<file path="src/rtl/cdtimer_pkg.sv">
// Shared types for the countdown timer bank: command opcodes, channel state and reload mode.
package cdtimer_pkg;

    typedef enum logic [1:0] {
        LOAD_ONE = 2'd0,
        LOAD_PER = 2'd1,
        STOP     = 2'd2,
        ACK      = 2'd3
    } op_t;

    typedef enum logic {
        IDLE = 1'b0,
        RUN  = 1'b1
    } state_t;

    typedef enum logic {
        ONE = 1'b0,
        PER = 1'b1
    } mode_t;

    localparam int PHASE_W = 16;

    function automatic logic is_load(input op_t op);
        return (op == LOAD_ONE) || (op == LOAD_PER);
    endfunction

endpackage

</file>
<file path="src/rtl/cdtimer_chan.sv">
// One countdown channel: prescale phase counter, down counter with optional auto-reload,
// and a sticky timeout flag.
module cdtimer_chan
    import cdtimer_pkg::*;
#(
    parameter int PERIOD = 27000,
    parameter int WIDTH  = 16
) (
    input  logic             clk,
    input  logic             rst_n,
    input  logic             load,
    input  logic             load_per,
    input  logic             stop,
    input  logic             ack,
    input  logic [WIDTH-1:0] data,
    output logic [WIDTH-1:0] counter,
    output logic             timeout,
    output logic             running
);

    localparam logic [PHASE_W:0] PERIOD_T = (PHASE_W + 1)'(PERIOD);

    state_t             state;
    mode_t              mode;
    logic [WIDTH-1:0]   reload;
    logic [PHASE_W-1:0] phase;
    logic               tick;
    logic               expire;

    function automatic logic [WIDTH-1:0] sat_dec(input logic [WIDTH-1:0] v);
        return (v == '0) ? '0 : v - WIDTH'(1);
    endfunction

    // PERIOD of 0 or 1 makes every clock a tick, since phase+1 >= PERIOD always holds.
    assign tick   = ({1'b0, phase} + (PHASE_W + 1)'(1)) >= PERIOD_T;
    assign expire = (state == RUN) && tick && (counter == WIDTH'(1));

    always_ff @(posedge clk or negedge rst_n) begin
        if (!rst_n) begin
            state   <= IDLE;
            mode    <= ONE;
            counter <= '0;
            reload  <= '0;
            phase   <= '0;
            timeout <= 1'b0;
        end else if (load) begin
            timeout <= 1'b0;
            phase   <= '0;
            if (data != '0) begin
                counter <= data;
                reload  <= data;
                mode    <= load_per ? PER : ONE;
                state   <= RUN;
            end else begin
                counter <= '0;
                state   <= IDLE;
            end
        end else begin
            // Expiry outranks both ACK and STOP in the same cycle.
            if (expire) begin
                timeout <= 1'b1;
            end else if (ack) begin
                timeout <= 1'b0;
            end

            if (state == RUN) begin
                if (expire) begin
                    phase <= '0;
                    if (mode == PER) begin
                        counter <= reload;
                    end else begin
                        counter <= '0;
                        state   <= IDLE;
                    end
                end else if (stop) begin
                    phase <= '0;
                    state <= IDLE;
                end else if (tick) begin
                    phase   <= '0;
                    counter <= sat_dec(counter);
                end else begin
                    phase <= phase + PHASE_W'(1);
                end
            end else if (stop) begin
                phase <= '0;
            end
        end
    end

    assign running = (state == RUN);

endmodule

</file>
<file path="src/rtl/cdtimer_bank.sv">
// Bank of NCH countdown timers behind a single command port, with a registered
// interrupt request that is the OR of all sticky timeout flags.
module cdtimer_bank
    import cdtimer_pkg::*;
#(
    parameter  int PERIOD = 27000,
    parameter  int WIDTH  = 16,
    parameter  int NCH    = 4,
    localparam int CHW    = (NCH > 1) ? $clog2(NCH) : 1
) (
    input  logic                 clk,
    input  logic                 rst_n,
    input  logic                 cmd_valid,
    input  logic [CHW-1:0]       cmd_ch,
    input  logic [1:0]           cmd_op,
    input  logic [WIDTH-1:0]     cmd_data,
    output logic [NCH*WIDTH-1:0] counter,
    output logic [NCH-1:0]       timeout,
    output logic [NCH-1:0]       running,
    output logic                 irq
);

    op_t            op;
    logic [NCH-1:0] sel;
    logic [NCH-1:0] ld;
    logic [NCH-1:0] ldp;
    logic [NCH-1:0] stp;
    logic [NCH-1:0] ak;

    assign op = op_t'(cmd_op);

    // Channel indices at or above NCH match no strobe, so such commands fall away.
    always_comb begin
        sel = '0;
        ld  = '0;
        ldp = '0;
        stp = '0;
        ak  = '0;
        for (int i = 0; i < NCH; i++) begin
            sel[i] = cmd_valid && (cmd_ch == CHW'(i));
            ld[i]  = sel[i] && is_load(op);
            ldp[i] = sel[i] && (op == LOAD_PER);
            stp[i] = sel[i] && (op == STOP);
            ak[i]  = sel[i] && (op == ACK);
        end
    end

    for (genvar g = 0; g < NCH; g++) begin : g_chan
        cdtimer_chan #(
            .PERIOD (PERIOD),
            .WIDTH  (WIDTH)
        ) u_chan (
            .clk      (clk),
            .rst_n    (rst_n),
            .load     (ld[g]),
            .load_per (ldp[g]),
            .stop     (stp[g]),
            .ack      (ak[g]),
            .data     (cmd_data),
            .counter  (counter[g*WIDTH +: WIDTH]),
            .timeout  (timeout[g]),
            .running  (running[g])
        );
    end

    always_ff @(posedge clk or negedge rst_n) begin
        if (!rst_n) begin
            irq <= 1'b0;
        end else begin
            irq <= |timeout;
        end
    end

endmodule

</file>
<file path="config.mk">
export PLATFORM = sky130hd
export DESIGN_NAME = cdtimer_bank
export DESIGN_NICKNAME = d
export VERILOG_FILES = /design/src/rtl/cdtimer_pkg.sv /design/src/rtl/cdtimer_chan.sv /design/src/rtl/cdtimer_bank.sv
export SDC_FILE = /design/constraint.sdc
export NUM_CORES = 1
export LEC_CHECK = 0
export CORE_ASPECT_RATIO = 0.7
export CORE_MARGIN = 10
export CORE_UTILIZATION = 45
export DETAILED_ROUTE_END_ITERATION = 10
export GPL_ROUTABILITY_DRIVEN = 0
export SYNTH_ARGS = -nofsm -noshare
export SYNTH_HDL_FRONTEND = slang
export SYNTH_SLANG_ARGS = --single-unit
</file>
<file path="constraint.sdc">
create_clock -name clk -period 5.6 [get_ports clk]
set_input_delay 1.12 -clock clk [delete_from_list [all_inputs] [get_ports clk]]
set_output_delay 1.12 -clock clk [all_outputs]
set_load 0.02 [all_outputs]
</file>
==> out/metrics.yaml, run 1 <==
run:
  max_cap_violations: 0
synth:
  ys_types: 88
  synth-compound-area-share_pct: 22.6
  dominantRegCellSynth: "dfrtp_1"
  yosysSeqAreaShare_pct: 42.0
  synth_fa_ha_area_share_pct: 1.23
  synth-warning-count: 0
  syn_inst: 1450
  synth_xor_area_share_pct: 2.30
  ys_ff_latch: 205
  syn-cell-area_mm2: 0.0122
  synth-simple-area-share_pct: 26.3
  syn_avg_cell_area_um2: 8.42
  synth_edf_count: 0
  synthArstFlopShare_pct: 100
  synthMuxAreaShare_pct: 1.06
  syn_nets: 1485
  synth_top_family_by_area: "simple AND/OR/NAND/NOR gates"
global_route:
  grt_pass1_wl_mm: 60.7
  grt_max_degree: 117
  grt_pass1_vias: 10326
  antenna_found_initial: 0
  grt_overflow: 0
  grt_usage_pct: 21.9
setup_path:
  worstPathArrival_ns: 4.25
  worstSetupStartpoint: "g_chan[1].u_chan.counter[12]"
  critical_path_class: "reg -> reg"
  rr_endpoint: "g_chan[1].u_chan.counter[6]"
  reg2regPathDepth: 9
  required_ns: 6.02
  crit_path_end_kind: "flip-flop"
  rrSetupSlack_ns: 1.77
  reg2reg_from: "g_chan[1].u_chan.counter[12]"
  start_kind: "flip-flop"
  cp-endpoint: "g_chan[1].u_chan.counter[6]"
  critPathMaxFanout: 18
sta:
  fmax_ghz: 0.261
  min_period_over_period_pct: 68.4
  finalSetupViolCount: 0
  finalWorstSetupSlack_ns: 1.77
  relSlewSlack_pct: 24.7
  finalSetupTns_ns: 0
  rsz0062_at_grt: "no"
  finalHoldViolCount: 0
  min_period_ns: 3.83
  worstMarginPinSlew_ns: 1.13
  slew_violations: 0
  clock_skew_ns: 0.0231
placed_design:
  place_hpwl_mm: 26.6
  io_buffers: 95
  pre_cts_ws_ns: 1.45
power:
  p_leak_nw: 5.76
  vdd_drop_max_uv: 228
  powerDensity_mw_per_mm2: 370
cts:
  ctsHoldBuffers: 0
  cts.path.max_buffers: 3
  clk_pin_slew_worst_paths_ns: 0.06
  postCtsSetupBuffers: 0
  clk_latency_ns: 0.53
  numCtsBuffers: 23
  cts_tree: "done"
  cts_root_buffer: "clkbuf_16"
  cts.sinks: 205
  cts_max_level: 1
  cts_resized: 0
die:
  top_level_ports: 96
  dieArea_mm2: 0.0342
  start_util_pct: 45.7
  die_h_um: 158
  row_count: 50
  fp.dieW_um: 217
  coreArea_mm2: 0.0267
detailed_routing:
  via_count: 11432
  viasPerCell: 6.07
  wl_per_cell_um: 20.3
  wl_mm: 38.1
  final_antenna_net_count: 0
  drc: 0
  drt_iter0_drc: 1130
  first_pass_iters: 6
layout:
  layout_common_cells: "nand2_1, dfrtp_1, nor2_1"
  layout_commonest_cell: "nand2_1"
  area_growth_pct: 15.1
  fin_nets: 1537
  drive_above_1_share_pct: 6.12
  antenna_cells: 0
status:
  status: "complete, no violations"
min_path:
  hold_path_class: "reg -> reg"
## report_power, final
| part | switching [mW] | internal [mW] | total, mW |
|---|---|---|---|
| Combinational | 0.836 | 0.678 | 1.51 |
| Sequential | 0.421 | 1.77 | 2.19 |
| Clock | 0.643 | 0.851 | 1.49 |
## cell families (layout without fill, tap and decap cells)
group	Yosys count	in the layout
fa+ha+maj	12	12
compound gates	415	415
flops	205	205
mux	12	12
xor+xnor	32	32
simple gates	658	658
buf+inv	116	185
## metrics by stage
stage | util, % | hold WS (ns) | power (mW) | cell area [um^2] | instances
after global routing | 52.6 | 0.493 | 5.50 | 14000 | 1883
after global placement | 49.9 | 0.451 | 3.70 | 13300 | 1841
after CTS | 52.6 | 0.479 | 5.22 | 14000 | 1883
after floorplan | - | 0.433 | 3.07 | 12200 | 1450
final | 52.6 | 0.475 | 5.20 | 14000 | 1883
after detailed placement | 49.9 | 0.463 | 3.72 | 13300 | 1841
## worst min-delay path by stage
stage                          startpoint                          to  slack, ns  cells past startpoint
3_3_place_gp   g_chan[0].u_chan.reload[3]  g_chan[0].u_chan.reload[3]       0.45                      2
5_1_grt        g_chan[2].u_chan.reload[1]  g_chan[2].u_chan.reload[1]       0.49                      2
4_1_cts        g_chan[0].u_chan.reload[9]  g_chan[0].u_chan.reload[9]       0.48                      2
2_1_floorplan  g_chan[0].u_chan.reload[3]  g_chan[0].u_chan.reload[3]       0.43                      2
3_5_place_dp   g_chan[0].u_chan.reload[9]  g_chan[0].u_chan.reload[9]       0.46                      2
6_report       g_chan[0].u_chan.reload[9]  g_chan[0].u_chan.reload[9]       0.47                      2
## synth_stat cells (8+ instances only)
| master | n | share of area [%] |
|---|---|---|
| o2bb2ai_1 | 10 | 0.72 |
| a22o_1 | 15 | 1.1 |
| a21o_1 | 12 | 0.74 |
| a22oi_1 | 10 | 0.61 |
| and3_1 | 22 | 1.1 |
| xnor2_1 | 18 | 1.3 |
| xor2_1 | 14 | 1.0 |
| a221oi_1 | 12 | 0.86 |
| buf_2 | 21 | 0.86 |
| o21ai_0 | 104 | 4.3 |
| dfrtp_1 | 205 | 42 |
| nor2_1 | 126 | 3.9 |
| a21oi_1 | 79 | 3.2 |
| o211ai_1 | 11 | 0.68 |
| o21a_1 | 16 | 0.98 |
| clkbuf_1 | 41 | 1.3 |
| nand4b_1 | 8 | 0.57 |
| a31oi_1 | 33 | 1.7 |
| and2_1 | 10 | 0.51 |
| o41ai_1 | 8 | 0.57 |
| nand4_1 | 18 | 0.92 |
| inv_1 | 33 | 1.0 |
| nor4_1 | 23 | 1.2 |
| ha_1 | 12 | 1.2 |
| nor2b_1 | 14 | 0.72 |
| nand2_1 | 262 | 8.1 |
| nor3_1 | 50 | 2.1 |
| o21ai_1 | 9 | 0.37 |
| buf_4 | 17 | 1.0 |
| o31ai_1 | 34 | 2.1 |
| or4_1 | 8 | 0.49 |
| or3_1 | 13 | 0.67 |
| nand3_1 | 48 | 2.0 |
## routing by layer
metal  share of wire, %  routed length (um)  GRT usage [%]
met5                  0                   0              0
met4                1.3                 489           3.55
met3                9.6                3660           5.51
met2                 40               15400           29.2
met1                 49               18600           34.4
## sequential cells by signal (all words and copies together) (netlist names)
signal,count
irq,1
g_chan.u_chan.mode,4
g_chan.u_chan.running,4
g_chan.u_chan.counter,64
g_chan.u_chan.reload,64
g_chan.u_chan.phase,64
g_chan.u_chan.timeout,4
## layout make-up
cell class	count	area [um^2]
clock buffers	36	694
clock inverters	6	33.8
fillers	2502	12700
inverters	33	124
multi-input cells	1129	6540
flip-flops and latches	205	5130
well taps	364	455
repair buffers	110	1070
## critical path, cell delays in order (launching register included)
cell,delay [ns]
dfrtp_1,0.44
or4_1,0.56
nor2_1,0.19
nand4b_1,0.24
nor2_1,0.62
nand2_1,0.20
a31oi_4,0.52
nor2b_1,0.57
o311ai_0,0.23
o21a_1,0.15
Power figures use the tool's default switching activity.
==> run 2: changes to the inputs <==
--- a/config.mk
+++ b/config.mk
@@ -10,6 +10,7 @@
 export CORE_UTILIZATION = 45
 export DETAILED_ROUTE_END_ITERATION = 10
 export GPL_ROUTABILITY_DRIVEN = 0
+export PLACE_DENSITY = 0.67
 export SYNTH_ARGS = -nofsm -noshare
 export SYNTH_HDL_FRONTEND = slang
 export SYNTH_SLANG_ARGS = --single-unit
==> constraint.sdc (replaced) <==
create_clock -name clk -period 3.2 [get_ports clk]
set_input_delay 0.64 -clock clk [delete_from_list [all_inputs] [get_ports clk]]
set_output_delay 0.64 -clock clk [all_outputs]
set_load 0.02 [all_outputs]
==> out/metrics.yaml, run 2 (synthesis gave the netlist of run 1 again) <==
detailed_routing:
  drt_iter0_drc: 1510
  via_count: 12043
  drc: 0
  wl_mm: 40.5
  first_pass_iters: 5
  final_antenna_net_count: 0
  viasPerCell: 6.05
  wl_per_cell_um: 20.4
placed_design:
  place_hpwl_mm: 28.9
  pre_cts_ws_ns: 0.0202
  dp_cells: 1937
  io_buffers: 95
  placed_cell_area_mm2: 0.0141
layout:
  stdcell_area_mm2: 0.0151
  drive_above_1_share_pct: 13.3
  top_regs: "g_chan.u_chan.counter x64, g_chan.u_chan.phase x64, g_chan.u_chan.reload x64"
  area_growth_pct: 23.7
  layout_common_cells: "nand2_1, dfrtp_1, nor2_1"
  fin_nets: 1645
  layout_commonest_cell: "nand2_1"
  antenna_cells: 0
  final_cells: 1990
global_route:
  grt_overflow: 0
  antenna_found_initial: 0
  grt_pass1_wl_mm: 62.9
  grt_usage_pct: 22.7
  grt_max_degree: 66
  grt_pass1_vias: 10894
power:
  powerDensity_mw_per_mm2: 634
  vdd_drop_max_uv: 465
  p_leak_nw: 6.38
  p_total_mw: 9.58
cts:
  ctsHoldBuffers: 0
  cts.path.max_buffers: 3
  clk_latency_ns: 0.52
  cts_root_buffer: "clkbuf_16"
  cts.sinks: 205
  clk_pin_slew_worst_paths_ns: 0.07
  cts_tree: "done"
  cts_max_level: 1
  numCtsBuffers: 22
die:
  top_level_ports: 96
  start_util_pct: 45.7
  fp.dieW_um: 217
  coreArea_mm2: 0.0267
  die_h_um: 158
  dieArea_mm2: 0.0342
  row_count: 50
sta:
  min_period_ns: 3.06
  finalSetupViolCount: 0
  relSlewSlack_pct: 38.5
  finalWorstSetupSlack_ns: 0.139
  clock_skew_ns: 0.0107
  min_period_over_period_pct: 95.6
  fmax_ghz: 0.327
  slew_violations: 0
  finalHoldViolCount: 0
  finalSetupTns_ns: 0
  worstMarginPinSlew_ns: 0.919
setup_path:
  crit_path_end_kind: "flip-flop"
  critical_path_class: "reg -> reg"
  required_ns: 3.64
  critPathMaxFanout: 12
  start_kind: "flip-flop"
  reg2regPathDepth: 10
  worstPathArrival_ns: 3.50
min_path:
  hold_path_class: "in -> async"
status:
  status: "complete, no violations"
run:
  max_cap_violations: 0
-- run 2: repair_timing --
item	CTS	global route
buffers inserted	0	11
endpoints found under the setup margin	0	62
resized for setup	0	22
-- run 2: through the flow --
stage,hold slack (ns),utilization [%]
after floorplan,0.344,-
after global placement,0.447,52.8
after detailed placement,0.454,52.8
after CTS,0.134,55.8
after global routing,0.147,56.5
final,0.113,56.5
-- run 2: final timing paths --
| path | startpoint | to | slack (ns) |
|---|---|---|---|
| max | g_chan[0].u_chan.counter[6] | g_chan[0].u_chan.counter[9] | 0.14 |
| min reg2reg | g_chan[0].u_chan.reload[3] | g_chan[0].u_chan.reload[3] | 0.47 |
| max in group asynchronous | rst_n | g_chan[3].u_chan.phase[2] | 2.22 |
| max reg2reg | g_chan[0].u_chan.counter[6] | g_chan[0].u_chan.counter[9] | 0.14 |
| min | rst_n | g_chan[1].u_chan.phase[8] | 0.11 |
| min in group clk | g_chan[0].u_chan.reload[3] | g_chan[0].u_chan.reload[3] | 0.47 |
-- run 2: cell type report --
type | instances | area, um^2
clock buffer | 33 | 663
clock inverter | 7 | 138
fill | 2370 | 11600
inverter | 33 | 124
multi-input combinational | 1130 | 6650
sequential | 205 | 5130
tap | 364 | 455
timing repair buffer | 218 | 1950
-- run 2: layer usage --
metal / vias up / part of all wire [%] / global-route usage, %
met5: - / 0 / 0
met4: 0 / 2.1 / 4.51
met3: 52 / 11 / 6.22
met2: 587 / 40 / 31.0
met1: 5771 / 47 / 34.6
li1: 5633 / - / -
-- run 2: worst max-delay path, stage by stage (launching register included) --
cell	delay, ns
dfrtp_1	0.42
or4_1	0.60
or3_1	0.42
nor3_4	0.16
buf_4	0.16
and3_1	0.21
o21ai_1	0.08
a21o_1	0.19
nand2_2	0.26
nand2_1	0.24
o211ai_1	0.24
-- run 2: power breakdown --
group | switching, mW | total [mW] | internal [mW]
sequential | 0.686 | 3.79 | 3.10
clock | 1.10 | 2.85 | 1.75
combinational | 1.61 | 2.94 | 1.33
total | 3.39 | 9.58 | 6.19
